<file path="src/rtl/sdp_rd_pkg.sv">
// Shared definitions for the BRAM read-side stream controller: RAM geometry,
// read latency of the pipelined BRAM and the controller FSM states.
package sdp_rd_pkg;

  localparam int ADDR_W     = 8;
  localparam int DATA_W     = 32;
  localparam int RAM_RD_LAT = 2;

  typedef enum logic [1:0] {
    IDLE  = 2'd0,
    RUN   = 2'd1,
    DRAIN = 2'd2
  } rd_state_e;

endpackage

</file>
<file path="src/rtl/sdp_rd_fifo.sv">
// Small shift-style FIFO: slot 0 is always the head, so the read data comes
// straight from a register. Carries RAM data plus the end-of-burst flag.
module sdp_rd_fifo #(
  parameter  int WIDTH = 33,
  parameter  int DEPTH = 4,
  localparam int CNT_W = $clog2(DEPTH) + 1
) (
  input  logic             clk,
  input  logic             reset,
  input  logic             push,
  input  logic [WIDTH-1:0] wdata,
  input  logic             pop,
  output logic [WIDTH-1:0] rdata,
  output logic             valid,
  output logic [CNT_W-1:0] count
);

  logic [WIDTH-1:0] slot [DEPTH];
  logic [CNT_W-1:0] wr_idx;

  // A push in the same cycle as a pop lands one slot lower, as everything shifts down.
  assign wr_idx = count - CNT_W'(pop);
  assign rdata  = slot[0];
  assign valid  = (count != '0);

  // Shift on pop, write the incoming word at the first free slot, track occupancy.
  always_ff @(posedge clk) begin
    if (reset) begin
      count <= '0;
      for (int i = 0; i < DEPTH; i++) slot[i] <= '0;
    end else begin
      count <= count + CNT_W'(push) - CNT_W'(pop);
      if (pop) begin
        for (int i = 0; i < DEPTH - 1; i++) slot[i] <= slot[i+1];
        slot[DEPTH-1] <= '0;
      end
      for (int i = 0; i < DEPTH; i++) begin
        if (push && (wr_idx == CNT_W'(i))) slot[i] <= wdata;
      end
    end
  end

endmodule

</file>
<file path="src/rtl/sdp_stream_reader.sv">
// Burst read controller for the pipelined simple-dual-port BRAM. Walks a run
// of read addresses and converts the fixed RAM read latency into a
// valid/ready stream, issuing reads only when the output buffer has room.
module sdp_stream_reader #(
  parameter int ADDR_W     = sdp_rd_pkg::ADDR_W,
  parameter int DATA_W     = sdp_rd_pkg::DATA_W,
  parameter int FIFO_DEPTH = 4
) (
  input  logic              clk,
  input  logic              reset,
  input  logic              start,
  input  logic [ADDR_W-1:0] start_addr,
  input  logic [ADDR_W:0]   len,
  output logic              busy,
  output logic              done,
  output logic [ADDR_W-1:0] ram_adb,
  output logic              ram_ceb,
  output logic              ram_oce,
  input  logic [DATA_W-1:0] ram_dout,
  output logic              m_valid,
  input  logic              m_ready,
  output logic [DATA_W-1:0] m_data,
  output logic              m_last
);
  import sdp_rd_pkg::*;

  localparam int CNT_W = $clog2(FIFO_DEPTH) + 1;
  localparam logic [ADDR_W:0] LEN_ONE = 1;

  rd_state_e               state, state_nxt;
  logic [ADDR_W-1:0]       addr;
  logic [ADDR_W:0]         remaining;
  logic                    zero_done;
  logic [RAM_RD_LAT:1]     vld_p;
  logic [RAM_RD_LAT:1]     last_p;
  logic [CNT_W-1:0]        fifo_count;
  logic [DATA_W:0]         fifo_rdata;
  logic                    accept;
  logic                    issue;
  logic                    credit;
  logic                    pop;

  assign ram_oce = 1'b1;
  assign pop     = m_valid && m_ready;
  // A zero-length request still owes its done pulse; block new starts during it.
  assign accept  = (state == IDLE) && start && !zero_done;

  // Credit: words buffered plus words still inside the RAM pipeline, net of this cycle's pop.
  always_comb begin
    int occ;
    occ = int'(fifo_count) - int'(pop);
    for (int i = 1; i <= RAM_RD_LAT; i++) occ = occ + int'(vld_p[i]);
    credit = (occ < FIFO_DEPTH);
  end

  // FSM state register.
  always_ff @(posedge clk) begin
    if (reset) state <= IDLE;
    else       state <= state_nxt;
  end

  // FSM next-state logic.
  always_comb begin
    state_nxt = state;
    case (state)
      IDLE:    if (accept && (len != '0))          state_nxt = RUN;
      RUN:     if (issue && (remaining == LEN_ONE)) state_nxt = DRAIN;
      DRAIN:   if (pop && m_last)                  state_nxt = IDLE;
      default:                                     state_nxt = IDLE;
    endcase
  end

  // FSM outputs: read issue, status and completion pulse.
  always_comb begin
    busy    = (state != IDLE);
    issue   = (state == RUN) && credit;
    ram_ceb = issue;
    ram_adb = addr;
    done    = (pop && m_last) || zero_done;
  end

  // Burst address/count bookkeeping and the zero-length completion flag.
  always_ff @(posedge clk) begin
    if (reset) begin
      addr      <= '0;
      remaining <= '0;
      zero_done <= 1'b0;
    end else begin
      zero_done <= accept && (len == '0);
      if (accept) begin
        addr      <= start_addr;
        remaining <= len;
      end else if (issue) begin
        addr      <= addr + ADDR_W'(1);
        remaining <= remaining - LEN_ONE;
      end
    end
  end

  // RAM pipeline tracker: stage N set means read data appears on ram_dout at stage RAM_RD_LAT.
  always_ff @(posedge clk) begin
    if (reset) begin
      vld_p  <= '0;
      last_p <= '0;
    end else begin
      vld_p  <= {vld_p[RAM_RD_LAT-1:1], issue};
      last_p <= {last_p[RAM_RD_LAT-1:1], issue && (remaining == LEN_ONE)};
    end
  end

  sdp_rd_fifo #(
    .WIDTH (DATA_W + 1),
    .DEPTH (FIFO_DEPTH)
  ) u_fifo (
    .clk   (clk),
    .reset (reset),
    .push  (vld_p[RAM_RD_LAT]),
    .wdata ({last_p[RAM_RD_LAT], ram_dout}),
    .pop   (pop),
    .rdata (fifo_rdata),
    .valid (m_valid),
    .count (fifo_count)
  );

  assign m_data = fifo_rdata[DATA_W-1:0];
  assign m_last = m_valid && fifo_rdata[DATA_W];

endmodule

</file>
<file path="config.mk">
export PLATFORM = sky130hd
export DESIGN_NAME = sdp_stream_reader
export DESIGN_NICKNAME = d
export VERILOG_FILES = /design/src/rtl/sdp_rd_pkg.sv /design/src/rtl/sdp_rd_fifo.sv /design/src/rtl/sdp_stream_reader.sv
export SDC_FILE = /design/constraint.sdc
export NUM_CORES = 1
export LEC_CHECK = 0
export BUFFER_PORTS_ARGS = -buffer_cell sky130_fd_sc_hd__buf_2
export CAP_MARGIN = 20
export CORE_MARGIN = 1.5
export CORE_UTILIZATION = 30
export CTS_CLUSTER_DIAMETER = 100
export DETAILED_ROUTE_END_ITERATION = 10
export GPL_TIMING_DRIVEN = 0
export PLACE_DENSITY = 0.47
export SETUP_SLACK_MARGIN = 0.05
export SLEW_MARGIN = 20
export SYNTH_ARGS = -nofsm -noshare
export SYNTH_HDL_FRONTEND = slang
export SYNTH_SLANG_ARGS = --single-unit
</file>
<file path="constraint.sdc">
create_clock -name clk -period 10.6 [get_ports clk]
set_input_delay 1.59 -clock clk [delete_from_list [all_inputs] [get_ports clk]]
set_output_delay 1.59 -clock clk [all_outputs]
set_load 0.01 [all_outputs]
</file>
==> flow_summary_export.csv, run 1 <==
group,metric,value,unit
clock_network,cts_resized,0,
logic_synthesis,syn_avg_cell_area,10.1,µm²
worst_setup_path,worst-setup-path-type,"in -> out",
logic_synthesis,synth_xor_area_frac,0.00470,
final_layout,drive_above_1_share,0.219,
sta,setup_viol,0,
run,max_cap_viol_count,0,
logic_synthesis,synth_fp_nets,798,
global_route,grt_usage,0.149,
logic_synthesis,ys_seq_area_frac,0.604,
die,start_util,0.306,
die,core.rowCount,57,
placement,gp_congestion,0.775,
worst_setup_path,r2r_slack,6720,ps
final_layout,area_growth,20.4,%
sta,finClkSkew,14.4,ps
routing,num_vias,5528,
global_route,overflow,0,
logic_synthesis,synth_ff_type,"edfxtp_1",
sta,worst_pin_slew,1020,ps
clock_network,cts_buffers,17,
logic_synthesis,synth.cell_area,7460,µm²
routing,wire_per_inst,15.5,µm
clock_network,clk_pin_slew_worst_paths,60,ps
logic_synthesis,synth_cells,735,
final_layout,nets,918,
final_layout,fin_area,8980,µm²
logic_synthesis,synthAdderAreaFrac,0.0178,
logic_synthesis,synthArstFlopShare,0,
sta,maxSlewViolCount,0,
global_route,antenna_found_initial,1,
logic_synthesis,yosys.area.top_type,"edfxtp_1",
global_route,grt_max_degree,26,
die,core-area,24400,µm²
clock_network,clk_path_buf_depth,2,
worst_setup_path,worstPathMaxFanout,10,
routing,wl,18500,µm
logic_synthesis,ys_ff_latch,159,
min_path,min_path_type,"reg -> reg",
clock_network,ctsHoldBuffers,0,
routing,ant_nets,0,
logic_synthesis,yosys.cell_types.count,57,
logic_synthesis,synth_edf_count,132,
worst_setup_path,end_kind,"output pin",
final_layout,seqCellArea,4500,µm²
run_status,status,"finished clean",
die,die_x,161,µm
die,die_area,25800,µm²
sta,finalHoldViolCount,0,
global_route,grt_pass1_wl,29800,µm
placement,io_buffer_count,97,
sta,fmax,0.189,GHz
final_layout,multi_input_comb_area,2480,µm²
sta,tns,0,ps
global_route,grt_pass1_vias,5453,
routing,drc,0,
routing,firstDrtPassIters,5,
sta,maxSlewHeadroom,0.320,
logic_synthesis,synth_top_family_by_area,"simple AND/OR/NAND/NOR gates",
placement,post-place-ws,5330,ps
logic_synthesis,synthTopCellsByArea,"edfxtp_1 (53%), nand2_1 (11%), dfxtp_1 (7.2%)",
logic_synthesis,synth-simple-area-share,0.198,
clock_network,htree_levels,4,
power_and_ir_drop,cellPowerDensity,227,nW/µm²
power_and_ir_drop,ir_drop,0.133,mV
worst_setup_path,worst_setup_path_start_kind,"input pin",
clock_network,cts_post_setup_buffers_inserted,0,
power_and_ir_drop,leakage,3.55,nW
sta,period_share,0.500,
sta,setup_ws,5300,ps
clock_network,cts_root_buf,"clkbuf_16",
sta,finalCriticalPeriod,5300,ps
logic_synthesis,yosys_warnings,0,
final_layout,fillerInstances,2480,
clock_network,cts.sinks,159,
logic_synthesis,synth_top_area_frac,0.532,
final_layout,num_antenna_cells,0,
logic_synthesis,synth_mux_area_frac,0,
worst_setup_path,arrival,3710,ps
clock_network,cts_tree,"yes",
worst_setup_path,worst_ep_required_time,9010,ps
die,num_io_pins,99,
sta,rsz0062_at_grt,"no",
routing,vias_per_cell,4.65,
worst_setup_path,reg2reg_depth,9,
min_path,hold_depth,1,
die,fp.dieH,161,µm
placement,placed_area,8450,µm²
clock_network,insertion_delay,430,ps
routing,drt_iter0_markers,335,
logic_synthesis,synth_compound_area_frac,0.111,
placement,dp_hpwl,12900,µm
==> critical path: stages <==
cell	delay, ps
buf_2	120
o31ai_2	110
inv_1	90
ha_1	250
inv_1	60
ha_1	260
clkbuf_1	360
o211ai_2	230
nand3_2	200
inv_2	60
buf_2	190
buf_2	160
==> layout make-up <==
class,instances,area share
buffer,76,0.0475
clock buffer,18,0.0478
clock inverter,12,0.0109
inverter,15,0.00627
multi-input combinational,485,0.276
sequential,159,0.502
tap,324,0.0451
timing repair buffer,101,0.0647
==> flip-flops by register name (all words and copies together) (netlist names) <==
name / cells
remaining: 9
vld_p: 2
u_fifo.count: 3
u_fifo.slot: 132
state: 2
ram_adb: 8
zero_done: 1
last_p: 2
==> placed cells by master, fill, tap and decap left out, drive strengths merged, types with 2 or more instances in the layout <==
cell type,n
nand2,216
buf,148
edfxtp,132
a21oi,74
clkbuf,47
o21ai,36
and2,34
nor2,28
dfxtp,27
inv,16
nor3,10
ha,9
nor2b,7
a31oi,7
nand3,7
or3,6
clkinv,6
clkinvlp,4
nand4,3
o21bai,3
nand2b,3
a2111oi,3
o211ai,3
xnor2,2
or2,2
and3,2
nor4,2
a311oi,2
o21a,2
a221oi,2
or4,2
xor2,2
==> report_power, final <==
part,internal [W],switching [W]
sequential,0.000867,0.0000535
clock,0.000317,0.000244
combinational,0.000205,0.000352
==> through the flow <==
step	power, W	hold WS, ps	cells	utilization
2_1_floorplan	0.00128	414	735	-
3_3_place_gp	0.00147	426	1156	0.342
3_5_place_dp	0.00150	429	1160	0.347
4_1_cts	0.00206	448	1190	0.368
5_1_grt	0.00216	476	1190	0.368
6_report	0.00204	447	1190	0.368
==> worst paths after layout <==
check                                      from                end
worst min-delay path                  last_p[1]          last_p[2]
worst max-delay path                    m_ready            ram_ceb
worst max register to register  u_fifo.count[1]  u_fifo.slot[3][2]
worst min register to register        last_p[1]          last_p[2]
==> cell usage after synthesis (all sizes together) (2+ instances only) <==
cell	count
nor2b	7
inv	15
a21oi	74
clkbuf	29
or3	6
dfxtp	27
o21a	2
and2	34
o21bai	3
nor3	10
nand4	3
xnor2	2
nand2	216
a2111oi	3
and3	2
or4	2
o21ai	36
edfxtp	132
buf	47
a311oi	2
nand2b	3
nor4	2
nand3	7
or2	2
a221oi	2
a31oi	7
ha	9
o211ai	3
nor2	28
xor2	2
==> kinds of logic after synthesis <==
kind of cell	after synthesis
buffers and inverters	91
DFF	159
and+or+nand+nor	327
xor gates and xnor gates	4
adders and majority gates	10
other	1
AOI/OAI and AO/OA	143
==> per-layer routing <==
| metal | vias to the layer above | track usage | wire (µm) |
|---|---|---|---|
| met1 | 2627 | 0.195 | 8630 |
| li1 | 2754 | - | - |
| met5 | - | 0 | 7 |
| met2 | 126 | 0.248 | 8790 |
| met3 | 19 | 0.0292 | 774 |
| met4 | 2 | 0.0501 | 256 |
(Power assumes the default switching activity.)
==> run 2: changes to the inputs <==
ABC_AREA = 1   (was unset)
clock period = 5.5 ns   (was 10.6 ns; I/O delays follow)
==> run 2 against run 1 <==
  * Highest routed layer is now met4
  * Cell count up 9.3%
  * Critical path type is now reg -> out
  * Largest power group unchanged
  * Global-route usage up 0.14 points
  * Core utilization about the same
==> flow_summary_export.csv, run 2 <==
group,metric,value,unit
clock_network,cts.sinks,159,
logic_synthesis,synth_top_area_frac,0.515,
power_and_ir_drop,ir_drop,0.168,mV
placement,gp_congestion,0.836,
logic_synthesis,synth_edf_count,132,
logic_synthesis,synth.cell_area,7700,µm²
logic_synthesis,synth_top_cells_by_count,"nand2_1 (202), edfxtp_1 (132), inv_1 (99), nand3_1 (95), o21ai_0 (75)",
sta,maxSlewHeadroom,0.607,
logic_synthesis,synthAdderAreaFrac,0.0172,
sta,setup_viol,0,
placement,io_buffer_count,96,
logic_synthesis,synth_compound_area_frac,0.0653,
sta,maxSlewViolCount,0,
worst_setup_path,worst-setup-path-type,"reg -> out",
logic_synthesis,synth_ff_type,"edfxtp_1",
sta,rsz0062_at_grt,"no",
routing,num_vias,5812,
global_route,grt_pass1_vias,5681,
clock_network,ctsHoldBuffers,0,
routing,vias_per_cell,4.47,
logic_synthesis,synth_xor_area_frac,0.00341,
logic_synthesis,yosys.area.top_type,"edfxtp_1",
final_layout,area_growth,20.4,%
final_layout,fin_area,9270,µm²
sta,setup_ws,1890,ps
worst_setup_path,worst_setup_path_start_kind,"register",
placement,dp_hpwl,13400,µm
placement,placed_area,8700,µm²
global_route,overflow,0,
routing,drt_iter0_markers,369,
logic_synthesis,yosys_warnings,0,
global_route,grt_usage,0.151,
clock_network,cts_resized,0,
final_layout,regMostFlops,"u_fifo.slot",
run,max_cap_viol_count,0,
sta,finalCriticalPeriod,3610,ps
final_layout,largest_reg_flops,132,
final_layout,num_antenna_cells,0,
clock_network,insertion_delay,430,ps
sta,fmax,0.277,GHz
logic_synthesis,synth-simple-area-share,0.217,
placement,post-place-ws,1590,ps
logic_synthesis,ys_seq_area_frac,0.585,
sta,worst_pin_slew,590,ps
final_layout,layout_common_cells,"nand2_1 (200), edfxtp_1 (132), buf_2 (115)",
logic_synthesis,synth_top_family_by_area,"simple AND/OR/NAND/NOR gates",
logic_synthesis,synthArstFlopShare,0,
routing,ant_nets,0,
power_and_ir_drop,leakage,4.37,nW
final_layout,drive_above_1_share,0.214,
routing,drc,0,
clock_network,cts_root_buf,"clkbuf_16",
die,core-area,25200,µm²
sta,finalHoldViolCount,0,
logic_synthesis,synth_fp_nets,902,
clock_network,cts_post_setup_buffers_inserted,0,
routing,wire_per_inst,14.7,µm
power_and_ir_drop,power,0.00392,W
power_and_ir_drop,cellPowerDensity,423,nW/µm²
logic_synthesis,ys_ff_latch,159,
global_route,grt_max_degree,24,
logic_synthesis,synth_mux_area_frac,0,
final_layout,nets,1021,
min_path,min_path_type,"reg -> reg",
worst_setup_path,worstPathMaxFanout,6,
worst_setup_path,worst_ep_required_time,4680,ps
worst_setup_path,arrival,2780,ps
global_route,antenna_found_initial,0,
die,die_x,163,µm
clock_network,cts_buffers,17,
run_status,status,"finished clean",
logic_synthesis,synthTopCellsByArea,"edfxtp_1 (51%), nand2_1 (9.9%), dfxtp_1 (7.0%)",
sta,tns,0,ps
routing,firstDrtPassIters,4,
die,start_util,0.306,
logic_synthesis,post-synth-top-count-cell,"nand2_1",
die,fp.dieH,163,µm
routing,wl,19100,µm
final_layout,final_common_cell,"nand2_1",
clock_network,cts_tree,"yes",
global_route,grt_pass1_wl,30400,µm
final_layout,utilization,0.368,
logic_synthesis,synth_cells,839,
logic_synthesis,syn_avg_cell_area,9.17,µm²
sta,finClkSkew,9.63,ps
die,core.rowCount,58,
worst_setup_path,end_kind,"output pin",
logic_synthesis,yosys.cell_types.count,30,
clock_network,clk_path_buf_depth,2,
die,die_area,26600,µm²
sta,period_share,0.656,
die,num_io_pins,99,
clock_network,htree_levels,4,
clock_network,clk_pin_slew_worst_paths,60,ps
==> run 2: cell types whose count changed in the layout (fill, tap and decap cells not counted), moves of 13 or more <==
cell,before,now
o21ai_0,27,75
clkbuf_1,30,12
inv_1,14,99
nand3_1,6,93
a21oi_1,74,11
and2_1,34,1
nor2_1,28,71
nand2_1,213,200
==> run 2: metal layers <==
layer	share of wire	up-vias	global-route usage	wire (µm)
met2	0.48	157	0.261	9250
met3	0.056	12	0.0325	1060
met5	0	-	0	0
li1	-	2956	-	-
met4	0.0069	0	0.0417	131
met1	0.45	2687	0.189	8670
==> run 2: logic make-up (layout without fill, tap and decap cells) <==
kind of cell | Yosys count | count (layout)
DFF | 159 | 159
AOI/OAI and AO/OA | 95 | 95
adders and majority gates | 10 | 10
buffers and inverters | 177 | 309
other | 1 | 1
xor gates and xnor gates | 3 | 3
and+or+nand+nor | 394 | 394
==> run 2: final timing paths <==
path | start | endpoint | slack, ps | cells past startpoint
hold / removal | last_p[1] | last_p[2] | 410 | 2
hold reg to reg | last_p[1] | last_p[2] | 410 | 2
setup reg to reg | u_fifo.count[1] | u_fifo.slot[0][2] | 2010 | 12
setup / recovery | u_fifo.count[1] | ram_ceb | 1890 | 11
==> run 2: power by group <==
part	leakage [nW]	switching, W	internal [W]
registers	1.62	0.000106	0.00167
logic	2.48	0.000582	0.000384
clock network	0.267	0.000510	0.000667
==> run 2: cell type report <==
class | instances | area, µm²
Clock inverter | 14 | 141
Sequential cell | 159 | 4500
Clock buffer | 18 | 429
Fill cell | 2572 | 15900
Multi-Input combinational cell | 503 | 2350
Buffer | 74 | 474
Inverter | 103 | 387
Timing Repair Buffer | 100 | 576
Tap cell | 330 | 413
==> run 2: through the flow <==
step,hold WS [ps],cells
global placement,394,1265
global route,456,1301
finish,406,1301
CTS,404,1301
floorplan,388,839
detailed placement,395,1269
==> run 2: worst max-delay path: stages (launching register included) <==
cell	delay, ps
dfxtp_1	370
inv_1	110
nand3_2	100
nand2_1	150
inv_2	130
ha_1	240
inv_1	60
ha_1	380
nand3_1	120
nand3_1	100
a21oi_1	370
buf_2	210
